==> src/rtl/room_temp_model_rate_divider.sv <==
// Rate divider: counts cycles spent in one plant mode and fires a tick
// on the cycle where the count reaches the terminal value i_term.
// i_clear restarts the count and suppresses the tick.
module rate_divider #(
  parameter int CNT_W = 4
) (
  input  logic             clk,
  input  logic             rst_n,
  input  logic             i_clear,
  input  logic [CNT_W-1:0] i_term,
  output logic             o_tick
);

  logic [CNT_W-1:0] r_cnt;

  assign o_tick = !i_clear && (r_cnt == i_term);

  // Count up, wrapping to zero on the terminal tick or on clear.
  always_ff @(posedge clk or negedge rst_n) begin
    if (!rst_n) begin
      r_cnt <= '0;
    end else if (i_clear || o_tick) begin
      r_cnt <= '0;
    end else begin
      r_cnt <= r_cnt + 1'b1;
    end
  end

endmodule

==> config.mk <==
export PLATFORM = sky130hd
export DESIGN_NAME = rate_divider
export DESIGN_NICKNAME = d
export VERILOG_FILES = /design/src/rtl/room_temp_model_rate_divider.sv
export SDC_FILE = /design/constraint.sdc
export NUM_CORES = 1
export LEC_CHECK = 0
export BUFFER_PORTS_ARGS = -buffer_cell sky130_fd_sc_hd__buf_2
export CAP_MARGIN = 30
export CORE_AREA = 2 2 39 41
export DETAILED_ROUTE_END_ITERATION = 8
export DIE_AREA = 0 0 41 43
export PLACE_DENSITY = 0.41
export SLEW_MARGIN = 20
export SYNTH_ARGS = -nofsm -noshare
export SYNTH_HDL_FRONTEND = slang
export SYNTH_SLANG_ARGS = --single-unit
export TNS_END_PERCENT = 30
==> constraint.sdc <==
create_clock -name clk -period 1.1 [get_ports clk]
set_input_delay 0.055 -clock clk [delete_from_list [all_inputs] [get_ports clk]]
set_output_delay 0.055 -clock clk [all_outputs]
set_load 0.01 [all_outputs]
==> results of run 1 <==
cell families after synthesis:
family                     after synthesis
adders and majority gates                1
xor gates and xnor gates                 6
DFF                                      4
and+or+nand+nor                          7
stage by stage:
stage	util	setup WS (ps)	area [sq um]	TNS, ps	hold WS (ps)
after CTS	0.251	-338	348	-665	34.5
after floorplan	-	-57.0	223	-57.0	-241
after detailed placement	0.228	-75.5	315	-356	-136
final	0.257	-310	355	-585	44.2
after global routing	0.257	-396	355	-935	45.8
after global placement	0.228	-92.1	315	-446	-136
cell usage after synthesis (all sizes together):
cell | n | share of area
nor4 | 1 | 0.096
ha | 1 | 0.056
nor3b | 1 | 0.034
xnor2 | 1 | 0.039
xor2 | 5 | 0.20
and2b | 1 | 0.039
nand3 | 1 | 0.022
nor3 | 3 | 0.067
dfrtp | 4 | 0.45
critical path: stages, from the launching register on:
cell,delay (ps)
dfrtp_1,400
xor2_2,170
nor4_4,280
and2b_2,170
buf_2,110
area by class of cell:
cell class                      instances  area (sq um)  area share
Clock buffer                            3          22.5      0.0634
Multi-Input combinational cell         14           130       0.366
Sequential cell                         4           100       0.282
Tap cell                               16          20.0      0.0563
Timing Repair Buffer                   13          82.6       0.232
layer usage:
layer,vias to the layer above,global-route usage
li1,94,-
met1,84,0.0649
met2,6,0.0906
met3,0,0.0314
met4,0,0.0800
met5,-,0
power groups by stage:
stage,combinational (mW),clock (mW),sequential (mW)
floorplan,0.0480,0,0.173
global placement,0.0954,0,0.171
detailed placement,0.0957,0,0.171
CTS,0.0988,0.192,0.170
global route,0.110,0.203,0.172
finish,0.0995,0.181,0.170
worst paths after layout:
check	start	endpoint	slack [ps]	depth (start not counted)
hold / removal	i_clear	r_cnt[3]	40	2
setup reg to reg	r_cnt[2]	r_cnt[1]	-70	4
hold reg to reg	r_cnt[0]	r_cnt[0]	570	2
min in group asynchronous	rst_n	r_cnt[1]	150	2
setup / recovery	r_cnt[2]	o_tick	-310	4
max in group asynchronous	rst_n	r_cnt[0]	830	2
repair_timing:
action / in CTS / in global routing
pin swaps: 1 / 0
resized for setup: 0 / 1
hold buffers: 1 / 0
endpoints found under the setup margin: 5 / 5
hold endpoints to repair: 4 / 0
==> impl_metrics.env, run 1 <==
export IMPL_yosysWarnings=0
export IMPL_synth_top_family_by_area="simple AND/OR/NAND/NOR gates"
export IMPL_max_cap_viol_count=0
export IMPL_synthesis_nets=26
export IMPL_synth_simple_area_share=0.258
export IMPL_fp_dieArea_sq_um=1760
export IMPL_area_growth_pct=59.6
export IMPL_arrival_ps=1350
export IMPL_wl_met2_um=212
export IMPL_synthDistinctLibCells=9
export IMPL_rows=14
export IMPL_timing_worst_setup_path_type="reg -> out"
export IMPL_cts_path_max_buffers=2
export IMPL_ir_worst_vdd_uv=370
export IMPL_fmax_mhz=709
export IMPL_largest_reg_flops=4
export IMPL_start_util=0.161
export IMPL_synth_xor_area_share=0.236
export IMPL_required_ps=1040
export IMPL_p_sw_mw=0.113
export IMPL_final_cell_mix="buf_2, buf_4, xor2_1, dfrtp_1"
export IMPL_hold_viol_final=0
export IMPL_worst_pin_slew_ps=249
export IMPL_wl_per_cell_um=8.80
export IMPL_end_kind="primary output"
export IMPL_synth_mux_area_frac=0
export IMPL_status="complete, but fails checks"
export IMPL_pwr_share_seq=0.377
export IMPL_fin_ws_ps=-310
export IMPL_clkTransAtPathRegs_ps=40
export IMPL_dr_pass1_iters=1
export IMPL_rsz0062_at_grt="true"
export IMPL_nets=44
export IMPL_final_antenna_net_count=0
export IMPL_power_internal_mw=0.336
export IMPL_ys_ff_latch=4
export IMPL_start_kind="register"
export IMPL_drive_gt1_frac=0.529
export IMPL_synth_area_sq_um=223
export IMPL_reg_top3="r_cnt x4"
export IMPL_cts_tree="yes"
export IMPL_period_share=1.28
export IMPL_dp_final_hpwl_um=366
export IMPL_regMostFlops="r_cnt"
export IMPL_place_gp_congestion=0.697
export IMPL_n_fill_cell=154
export IMPL_viasPerCell=3.68
export IMPL_worstPathMaxFanout=2
export IMPL_synth_compound_area_frac=0
export IMPL_grt_pass1_wl_um=717
export IMPL_powerDensity_nw_per_um2=1270
export IMPL_dr_first_iter_drc_count=0
export IMPL_antenna_found_initial=0
export IMPL_cts_made_buffers=3
export IMPL_highest_layer="met3"
export IMPL_fin_cells=50
export IMPL_cts_root_buf="clkbuf_4"
export IMPL_clk_latency_ps=230
export IMPL_cts_sinks=4
export IMPL_die_w_um=41
export IMPL_routed_wl_met3_um=44
export IMPL_postSynthCellCount=18
export IMPL_remaining_drc_errors=0
export IMPL_clkPwrFrac=0.401
export IMPL_cts_htree_levels=1
export IMPL_routed_wl_um=440
export IMPL_p_comb_frac=0.221
export IMPL_setup_violations=5
export IMPL_pin_count=8
export IMPL_core_sq_um=1380
export IMPL_fin_crit_ps=1410
export IMPL_skew_ps=0.980
export IMPL_slew_violations=0
export IMPL_dr_total_vias=184
export IMPL_overflow=0
export IMPL_synth_fa_ha_area_frac=0.0562
export IMPL_hold_path_class="in -> reg"
export IMPL_swShare=0.252
export IMPL_grt_pass1_vias=202
export IMPL_ys_seq_area_frac=0.449
export IMPL_synth_area_per_cell_sq_um=12.4
export IMPL_total_power_mw=0.450
export IMPL_post_place_cells=46
export IMPL_final_common_cell="buf_2"
export IMPL_drt_met1_wl_um=184
export IMPL_antenna_cells=0
export IMPL_p_leak_nw=0.175
export IMPL_postCtsSetupBuffers=0
export IMPL_portBuffers=7
export IMPL_die_height_um=43
export IMPL_track_usage=0.0675
export IMPL_maxSlewHeadroom=0.834
export IMPL_violations="negative setup slack"
export IMPL_grt_max_degree=6
No activity file was read; power rests on OpenSTA's default activity.
==> inputs of run 2 (changes only) <==
--- a/config.mk
+++ b/config.mk
@@ -5,9 +5,11 @@
 export SDC_FILE = /design/constraint.sdc
 export NUM_CORES = 1
 export LEC_CHECK = 0
+export ABC_AREA = 0
 export BUFFER_PORTS_ARGS = -buffer_cell sky130_fd_sc_hd__buf_2
 export CAP_MARGIN = 30
 export CORE_AREA = 2 2 39 41
+export CTS_BUF_LIST = sky130_fd_sc_hd__clkbuf_2
 export DETAILED_ROUTE_END_ITERATION = 8
 export DIE_AREA = 0 0 41 43
 export PLACE_DENSITY = 0.41
==> impl_metrics.env, run 2 (synthesis gave the netlist of run 1 again) <==
export IMPL_fin_ws_ps=-280
export IMPL_crit_path_cell_trace="xor2_2 > nor4_4 > and2b_2 > buf_2"
export IMPL_maxSlewHeadroom=0.834
export IMPL_stdcell_area_sq_um=348
export IMPL_status="complete, but fails checks"
export IMPL_clk_latency_ps=200
export IMPL_max_cap_viol_count=0
export IMPL_antenna_found_initial=0
export IMPL_placed_area_sq_um=315
export IMPL_timing_rr_start="r_cnt[2]"
export IMPL_ir_worst_vdd_uv=368
export IMPL_area_growth_pct=56.2
export IMPL_die_w_um=41
export IMPL_required_ps=1040
export IMPL_cts_htree_levels=1
export IMPL_fin_crit_ps=1380
export IMPL_setup_violations=5
export IMPL_timing_worst_setup_path_type="reg -> out"
export IMPL_dr_pass1_iters=1
export IMPL_overflow=0
export IMPL_hold_path_class="in -> reg"
export IMPL_remaining_drc_errors=0
export IMPL_track_usage=0.0675
export IMPL_slowest_stage="dfrtp_1"
export IMPL_drive_gt1_frac=0.529
export IMPL_final_common_cell="buf_2"
export IMPL_fin_cells=50
export IMPL_start_kind="register"
export IMPL_rsz0062_at_grt="true"
export IMPL_hold_viol_final=0
export IMPL_largest_reg_flops=4
export IMPL_post_place_cells=46
export IMPL_critPathLaunch="r_cnt[2]"
export IMPL_slowest_delay_ps=400
export IMPL_grt_pass1_vias=202
export IMPL_grt_max_degree=6
export IMPL_dp_final_hpwl_um=366
export IMPL_rows=14
export IMPL_dr_first_iter_drc_count=0
export IMPL_powerDensity_nw_per_um2=1150
export IMPL_start_util=0.161
export IMPL_grt_pass1_wl_um=717
export IMPL_p_leak_nw=0.174
export IMPL_portBuffers=7
export IMPL_cts_root_buf="clkbuf_2"
export IMPL_dr_total_vias=183
export IMPL_pin_count=8
export IMPL_antenna_cells=0
export IMPL_routed_wl_um=441
export IMPL_wl_per_cell_um=8.82
export IMPL_arrival_ps=1330
export IMPL_period_share=1.25
export IMPL_clkTransAtPathRegs_ps=40
export IMPL_hold_start="i_clear"
export IMPL_cts_path_max_buffers=2
export IMPL_cts_sinks=4
export IMPL_violations="negative setup slack"
export IMPL_cts_tree="yes"
export IMPL_final_antenna_net_count=0
export IMPL_fin_tns_setup_ps=-549
export IMPL_die_height_um=43
export IMPL_fp_dieArea_sq_um=1760
export IMPL_core_sq_um=1380
export IMPL_end_kind="primary output"
export IMPL_final_cell_mix="buf_2, buf_4, xor2_1, dfrtp_1"
export IMPL_reg_top3="r_cnt x4"
export IMPL_cts_made_buffers=3
export IMPL_viasPerCell=3.66
export IMPL_hold_ws_ps=70.8
export IMPL_nets=44
export IMPL_fin_util=0.251
export IMPL_worst_pin_slew_ps=249
export IMPL_worstPathMaxFanout=2
export IMPL_skew_ps=1.99
export IMPL_place_gp_congestion=0.697
export IMPL_slew_violations=0
export IMPL_reg2reg_slack_ps=-70
export IMPL_regMostFlops="r_cnt"
export IMPL_fmax_mhz=725
[run 2: critical path: cells and delay by family (launching register included)]
kind,cells,cell delay [ps]
flip-flops,1,400
AND/OR/NAND/NOR,2,450
XOR/XNOR,1,170
buffers and inverters,1,110
[run 2: report_power, final]
part           leakage [nW]  internal [mW]  total (mW)  switching, mW
Clock                0.0125         0.0733       0.131         0.0579
Combinational         0.108         0.0543      0.0995         0.0452
Sequential           0.0535          0.160       0.170        0.00962
[run 2: per-layer routing]
metal | track usage | share of wire | wire length (um) | up-vias
li1 | - | - | - | 93
met1 | 0.0649 | 0.41 | 182 | 84
met2 | 0.0906 | 0.49 | 214 | 6
met3 | 0.0314 | 0.10 | 44 | 0
met4 | 0.0800 | 0 | 0 | 0
met5 | 0 | 0 | 0 | -
[run 2: cell type report]
cell class | count | area (sq um)
fillers | 154 | 1040
repair buffers | 13 | 82.6
multi-input cells | 14 | 130
flip-flops and latches | 4 | 100
clock buffers | 3 | 15.0
well taps | 16 | 20.0
[run 2: final timing paths]
| kind | depth (start not counted) | end |
|---|---|---|
| hold / removal | 2 | r_cnt[3] |
| setup / recovery | 4 | o_tick |
| setup reg to reg | 4 | r_cnt[1] |
| min in group asynchronous | 2 | r_cnt[3] |
| max in group asynchronous | 2 | r_cnt[1] |
| hold reg to reg | 2 | r_cnt[0] |
[run 2: what timing repair did]
action | in CTS | in global routing
hold buffers | 1 | 0
pin swaps | 1 | 0
setup buffers | 0 | 0
setup endpoints to repair | 5 | 5
endpoints found under the hold margin | 4 | 0
resized for setup | 0 | 1
[run 2: stage by stage]
stage / setup slack [ps] / power, mW
after floorplan: -57.0 / 0.221
after global placement: -92.1 / 0.267
after detailed placement: -75.5 / 0.267
after CTS: -319 / 0.411
after global routing: -380 / 0.435
final: -280 / 0.400
